===== src/rtl/vector_drain_pkg.sv =====
// Shared types and helpers for the vector_drain lane-serialising buffer.
// Optional feature macro: VECTOR_DRAIN_OVERFLOW_COUNT_EN (dropped-vector counter).
package vector_drain_pkg;

  localparam int unsigned N_DEF          = 8;
  localparam int unsigned DATA_WIDTH_DEF = 32;
  localparam int unsigned OVF_W          = 16;

  // Default-configuration vector: lane 0 is element [0]
  typedef logic [DATA_WIDTH_DEF-1:0] vector_t [N_DEF];

  function automatic int unsigned lane_w(input int unsigned n);
    return (n > 1) ? $clog2(n) : 1;
  endfunction

endpackage


===== src/rtl/vector_drain_if.sv =====
// Push and lane-read handshake bundle for vector_drain.
// overflow_count exists only when VECTOR_DRAIN_OVERFLOW_COUNT_EN is defined.
interface vector_drain_if
  import vector_drain_pkg::*;
#(
  parameter int unsigned N          = 8,
  parameter int unsigned DATA_WIDTH = 32
);

  localparam int unsigned LW = lane_w(N);

  logic                  valid_in;
  logic                  eof_in;
  logic [DATA_WIDTH-1:0] vector_in [N];
  logic                  ready_in;
  logic                  rd_ready;
  logic                  rd_valid;
  logic [DATA_WIDTH-1:0] rd_data;
  logic [LW-1:0]         rd_lane;
  logic                  rd_last;
`ifdef VECTOR_DRAIN_OVERFLOW_COUNT_EN
  logic [OVF_W-1:0]      overflow_count;
`endif

  modport slave (
    input  valid_in, eof_in, vector_in, rd_ready,
    output ready_in, rd_valid, rd_data, rd_lane, rd_last
`ifdef VECTOR_DRAIN_OVERFLOW_COUNT_EN
    , output overflow_count
`endif
  );

  modport master (
    output valid_in, eof_in, vector_in, rd_ready,
    input  ready_in, rd_valid, rd_data, rd_lane, rd_last
`ifdef VECTOR_DRAIN_OVERFLOW_COUNT_EN
    , input overflow_count
`endif
  );

endinterface


===== src/rtl/vector_drain.sv =====
// Buffers whole N-lane vectors and drains them one lane word per handshake.
// Define VECTOR_DRAIN_OVERFLOW_COUNT_EN to add a saturating dropped-vector counter.
module vector_drain
  import vector_drain_pkg::*;
#(
  parameter int unsigned N          = 8,
  parameter int unsigned DATA_WIDTH = 32,
  parameter int unsigned OB_DEPTH   = 4
) (
  input  logic           clk,
  input  logic           reset,
  vector_drain_if.slave  bus
);

  localparam int unsigned    LW        = lane_w(N);
  localparam int unsigned    PW        = $clog2(OB_DEPTH);
  localparam int unsigned    CW        = PW + 1;
  localparam logic [LW-1:0]  LAST_LANE = LW'(N - 1);
  localparam logic [CW-1:0]  DEPTH     = CW'(OB_DEPTH);

  logic [DATA_WIDTH-1:0] data_q [OB_DEPTH][N];
  logic [OB_DEPTH-1:0]   eof_q;
  logic [PW-1:0]         wr_ptr_q, wr_ptr_d;
  logic [PW-1:0]         rd_ptr_q, rd_ptr_d;
  logic [LW-1:0]         lane_q, lane_d;
  logic [CW-1:0]         count_q, count_d;
  logic                  not_full, rd_valid, beat, pop, push;

  // Acceptance looks only at the registered occupancy, never at the read side
  assign not_full = (count_q < DEPTH);
  assign rd_valid = !reset && (count_q != '0);
  assign beat     = rd_valid && bus.rd_ready;
  assign pop      = beat && (lane_q == LAST_LANE);
  assign push     = !reset && bus.valid_in && not_full;

  always_comb begin
    wr_ptr_d = wr_ptr_q;
    rd_ptr_d = rd_ptr_q;
    lane_d   = lane_q;
    count_d  = count_q;
    if (push) wr_ptr_d = wr_ptr_q + PW'(1);
    if (pop) begin
      rd_ptr_d = rd_ptr_q + PW'(1);
      lane_d   = '0;
    end else if (beat) begin
      lane_d   = lane_q + LW'(1);
    end
    if (push && !pop)      count_d = count_q + CW'(1);
    else if (pop && !push) count_d = count_q - CW'(1);
  end

  always_ff @(posedge clk) begin
    if (reset) begin
      wr_ptr_q <= '0;
      rd_ptr_q <= '0;
      lane_q   <= '0;
      count_q  <= '0;
    end else begin
      wr_ptr_q <= wr_ptr_d;
      rd_ptr_q <= rd_ptr_d;
      lane_q   <= lane_d;
      count_q  <= count_d;
    end
  end

  // Payload storage is never reset; occupancy alone decides what is live
  always_ff @(posedge clk) begin
    if (push) begin
      for (int i = 0; i < int'(N); i++) data_q[wr_ptr_q][i] <= bus.vector_in[i];
      eof_q[wr_ptr_q] <= bus.eof_in;
    end
  end

  assign bus.ready_in = reset || not_full;
  assign bus.rd_valid = rd_valid;
  assign bus.rd_data  = rd_valid ? data_q[rd_ptr_q][lane_q] : '0;
  assign bus.rd_lane  = reset ? '0 : lane_q;
  assign bus.rd_last  = rd_valid && (lane_q == LAST_LANE) && eof_q[rd_ptr_q];

`ifdef VECTOR_DRAIN_OVERFLOW_COUNT_EN
  logic             drop;
  logic [OVF_W-1:0] ovf_q, ovf_d;

  assign drop = !reset && bus.valid_in && !not_full;

  always_comb begin
    ovf_d = ovf_q;
    if (drop && (ovf_q != '1)) ovf_d = ovf_q + OVF_W'(1);
  end

  always_ff @(posedge clk) begin
    if (reset) ovf_q <= '0;
    else       ovf_q <= ovf_d;
  end

  assign bus.overflow_count = ovf_q;
`endif

endmodule


===== src/flat_wrapper.sv =====
// flat-port wrapper written by rule: the top's interface ports become plain ports
module vector_drain_flat import vector_drain_pkg::*;
#(
  parameter int unsigned N          = 8,
  parameter int unsigned DATA_WIDTH = 32,
  parameter int unsigned OB_DEPTH   = 4
)
  (clk, reset, bus_valid_in, bus_eof_in, bus_vector_in, bus_rd_ready, bus_ready_in, bus_rd_valid, bus_rd_data, bus_rd_lane, bus_rd_last);
  vector_drain_if #(.N(N), .DATA_WIDTH(DATA_WIDTH)) bus_i ();
  input  logic clk;
  input  logic reset;
  input wire logic [$bits(bus_i.valid_in)-1:0] bus_valid_in;
  input wire logic [$bits(bus_i.eof_in)-1:0] bus_eof_in;
  input wire logic [$bits(bus_i.vector_in)-1:0] bus_vector_in;
  input wire logic [$bits(bus_i.rd_ready)-1:0] bus_rd_ready;
  output wire logic [$bits(bus_i.ready_in)-1:0] bus_ready_in;
  output wire logic [$bits(bus_i.rd_valid)-1:0] bus_rd_valid;
  output wire logic [$bits(bus_i.rd_data)-1:0] bus_rd_data;
  output wire logic [$bits(bus_i.rd_lane)-1:0] bus_rd_lane;
  output wire logic [$bits(bus_i.rd_last)-1:0] bus_rd_last;
  assign bus_i.valid_in = bus_valid_in;
  assign bus_i.eof_in = bus_eof_in;
  assign bus_i.vector_in = {>>{bus_vector_in}};
  assign bus_i.rd_ready = bus_rd_ready;
  assign bus_ready_in = bus_i.ready_in;
  assign bus_rd_valid = bus_i.rd_valid;
  assign bus_rd_data = bus_i.rd_data;
  assign bus_rd_lane = bus_i.rd_lane;
  assign bus_rd_last = bus_i.rd_last;
  vector_drain #(.N(N), .DATA_WIDTH(DATA_WIDTH), .OB_DEPTH(OB_DEPTH)) u_core (.clk(clk), .reset(reset), .bus(bus_i));
endmodule

===== config.mk =====
export PLATFORM = sky130hd
export DESIGN_NAME = vector_drain_flat
export DESIGN_NICKNAME = d
export VERILOG_FILES = /design/src/rtl/vector_drain_pkg.sv /design/src/rtl/vector_drain_if.sv /design/src/rtl/vector_drain.sv /design/src/flat_wrapper.sv
export SDC_FILE = /design/constraint.sdc
export NUM_CORES = 1
export LEC_CHECK = 0
export CELL_PAD_IN_SITES_DETAIL_PLACEMENT = 1
export CELL_PAD_IN_SITES_GLOBAL_PLACEMENT = 2
export CORE_AREA = 2 2 302 304
export CTS_BUF_LIST = sky130_fd_sc_hd__clkbuf_8 sky130_fd_sc_hd__clkbuf_16
export CTS_CLUSTER_SIZE = 14
export DETAILED_ROUTE_END_ITERATION = 10
export DIE_AREA = 0 0 304 306
export MAX_ROUTING_LAYER = met4
export PLACE_DENSITY = 0.84
export SKIP_LAST_GASP = 1
export SYNTH_ARGS = -nofsm -noshare
export SYNTH_HDL_FRONTEND = slang
export SYNTH_SLANG_ARGS = --single-unit

===== constraint.sdc =====
create_clock -name clk -period 22.8 [get_ports clk]
set_input_delay 4.56 -clock clk [delete_from_list [all_inputs] [get_ports clk]]
set_output_delay 4.56 -clock clk [all_outputs]
set_load 0.01 [all_outputs]

==> qor.txt <==
WL per Instance = 30.2 um
Sw frac = 20.8%
Die outline height = 306 um
Clock power share = 41.9%
Synth Area in Simple Gates = 0.672%
Yosys cell types = 43
Placed inst area = 44100 um^2
Commonest cells after routing, fill and taps aside = 1028 x edfxtp_1, 298 x clkdlybuf4s50_1, 210 x mux4_2
Crit end category = output pin
1st-iter DRT viols = 1857
FF-to-FF setup slack = 18.18 ns
Initial Utilization = 44.7%
Setup TNS = 0 ns
Post-synth EDFFs = 1028
Fin crit share = 52.8%
Yosys Warn Count = 0
RSZ-0062 raised after global routing = false
Maximum fanout along the worst path = 33
Yosys reg bits = 1040
TritonCTS clock tree = done
Critical setup path kind = primary input to output pin
Worst vdd ir = 0.0608 mV
Critical Path Sink = bus_rd_data[2]
Leak pwr = 14.9 nW
Reg clk slew, reported paths = 0.06 ns
First-pass GRT wire length = 147000 um
RR Startpoint = u_core.count_q[2]$_SDFFE_PP0P_
GP Congestion = 0.801
Post-synthesis mux area share = 16.1%
Fraction of layout cells with a size suffix above 1 = 19.9%
Sequential cell area = 31100 um^2
Post-Syn Nets = 1994
Final nets = 2327
Adder-cell share of the synthesized area = 0.269%
Synth Area in Compound Gates = 3.32%
Register area share after synthesis = 77.8%
Hold buffer count at CTS = 0
Synth Area in XOR/XNOR = 0.0876%
Vias = 19.5k
Largest family of logic cells by synthesized area = multiplexers
Max Slew Vio Count = 0
Clock Tree Root = clkbuf_16
Fill cells = 7748
Die W = 304 um
DP HPWL = 63700 um
Measured slew at the worst slew-check pin = 1.21 ns
Worst setup SP type = primary input
IO Pins = 299
Cells after Synth = 1725
Routed wire length = 102000 um
Reg-to-Reg End = u_core.data_q[0][81]$_DFFE_PP_
Final Util = 53.2%
# resized after CTS = 0
Asr flop ratio synth = 0%
Largest net degree at the start of global routing = 132
Initial antenna violation count = 51
Psw = 0.000858 W
Most common cell after layout, fill and taps aside = edfxtp_1
Max_slew headroom = 18.9%
CP startpoint = reset
Vias in the first global route = 20.8k
Max Buffers Root-to-Sink = 3
Sequential share of power = 52.7%
Core Box Area = 89600 um^2
Final Hold Vio Count = 0
Max-Cap Viols = 0
Synthesized cell area = 40000 um^2
# port buffers = 298
Post-route minimum period = 12.05 ns
Syn avg cell area = 23.2 um^2
Most common flop cell mapped by yosys = edfxtp_1
Outcome = finished clean
Grt total ovfl = 0
Die area = 93000 um^2
Worst-Skew Late Latency = 0.67 ns
Max frequency = 83.0 MHz
Combinational share of power = 5.4%
Clk sinks = 1040
Site row count = 110
Final setup viols = 0
Setup bufs post-CTS = 0
Detailed-route DRC error count = 0
Int Pwr = 0.00327 W
Total track usage = 22.5%
FF-to-FF path depth = 5
Crit path arrival time = 7.49 ns
Post-route ant nets = 0
Htree depth = 3
TritonCTS Buffers = 104
Area grow syn2layout = 19.1%
Worst Hold Class = flop to flop
CP required = 18.24 ns
Area of the multi-input gates = 8220 um^2
TritonRoute pass-1 iters = 7
Final std cell area, no fill = 47600 um^2
Mean number of vias per cell = 5.79
Pwr per Cell Area = 86.6 nW/um^2
Final clock skew = 0.0218 ns
-- critical path, cell delays in order --
cell and delay [ns]:
clkdlybuf4s50_1 0.72, or2_2 0.79, a221o_1 0.46, a31oi_1 0.24, clkdlybuf4s50_1 0.61
-- power groups by stage --
stage / Combinational [W] / Clock [W] / Sequential (W)
3_3_place_gp: 0.000216 / 0 / 0.00221
4_1_cts: 0.000225 / 0.00176 / 0.00217
3_5_place_dp: 0.000224 / 0 / 0.00222
6_report: 0.000223 / 0.00173 / 0.00217
2_1_floorplan: 0.0000902 / 0 / 0.00222
5_1_grt: 0.000237 / 0.00183 / 0.00218
-- layout make-up --
| type | count | share of cell area, % |
|---|---|---|
| multi-input combinational | 578 | 17.3 |
| antenna | 43 | 0.226 |
| inverter | 6 | 0.0578 |
| timing repair buffer | 328 | 6.79 |
| sequential | 1040 | 65.3 |
| tap | 1176 | 3.09 |
| clock inverter | 84 | 1.70 |
| clock buffer | 106 | 5.57 |
-- state kept, by name, indices dropped and copies added (netlist names), named ones only --
register and cells:
u_core.data_q 1024, u_core.eof_q 4, u_core.count_q 3, u_core.lane_q 3, u_core.rd_ptr_q 2, u_core.wr_ptr_q 2
-- synth_stat cells, types with 2 or more instances --
library cell,n,area [um^2]
a221o_1,32,320
a31oi_1,32,200
buf_12,3,60.1
nor2_1,13,48.8
o21ai_0,4,20.0
o21ai_1,22,110
a221oi_1,2,17.5
a21oi_1,2,10.0
dfxtp_1,12,240
clkbuf_1,30,113
buf_4,10,75.1
ha_1,7,87.6
buf_6,23,259
nor2b_1,6,37.5
o2111ai_1,8,70.1
mux4_2,210,4730
xor2_1,2,17.5
inv_1,5,18.8
edfxtp_1,1028,30900
xnor2_1,2,17.5
nand2_1,17,63.8
buf_2,30,150
or3_1,2,12.5
mux2i_1,132,1320
buf_1,3,11.3
a221oi_2,22,330
a22oi_1,32,240
and2_1,5,31.3
mux4_1,15,394
-- metal layers --
metal	share of wire [%]	wire length, um	track usage (%)
met5	0	0	-
met2	49	49400	34.5
met4	1.8	1840	5.74
met3	8.9	8990	6.46
met1	41	41300	29.7
-- worst min path at each step --
stage	start	end	slack [ns]	cells past startpoint
2_1_floorplan	u_core.rd_ptr_q[1]$_SDFFE_PP0P_	flop	0.48	2
3_3_place_gp	u_core.wr_ptr_q[1]$_SDFFE_PP0P_	u_core.wr_ptr_q[1]$_SDFFE_PP0P_	0.52	2
3_5_place_dp	u_core.rd_ptr_q[1]$_SDFFE_PP0P_	flop	0.56	2
4_1_cts	u_core.rd_ptr_q[1]$_SDFFE_PP0P_	flop	0.57	2
5_1_grt	u_core.count_q[1]$_SDFFE_PP0P_	u_core.count_q[1]$_SDFFE_PP0P_	0.61	2
6_report	u_core.rd_ptr_q[1]$_SDFFE_PP0P_	flop	0.56	2
-- stage by stage --
step	hold slack (ns)	setup WS (ns)	instances	total power, W
CTS	0.574	10.80	3318	0.00416
global placement	0.518	10.92	3128	0.00242
finish	0.565	10.75	3361	0.00413
floorplan	0.477	11.17	1725	0.00231
global route	0.610	10.72	3360	0.00424
detailed placement	0.557	10.86	3128	0.00244
-- kinds of logic after synthesis --
logic type / after synthesis
and+or+nand+nor: 52
muxes: 357
AOI/OAI and AO/OA: 157
buffers and inverters: 107
xor gates and xnor gates: 4
DFF: 1040
adders and majority gates: 8
Note: power is estimated with default switching activity, not from simulation.
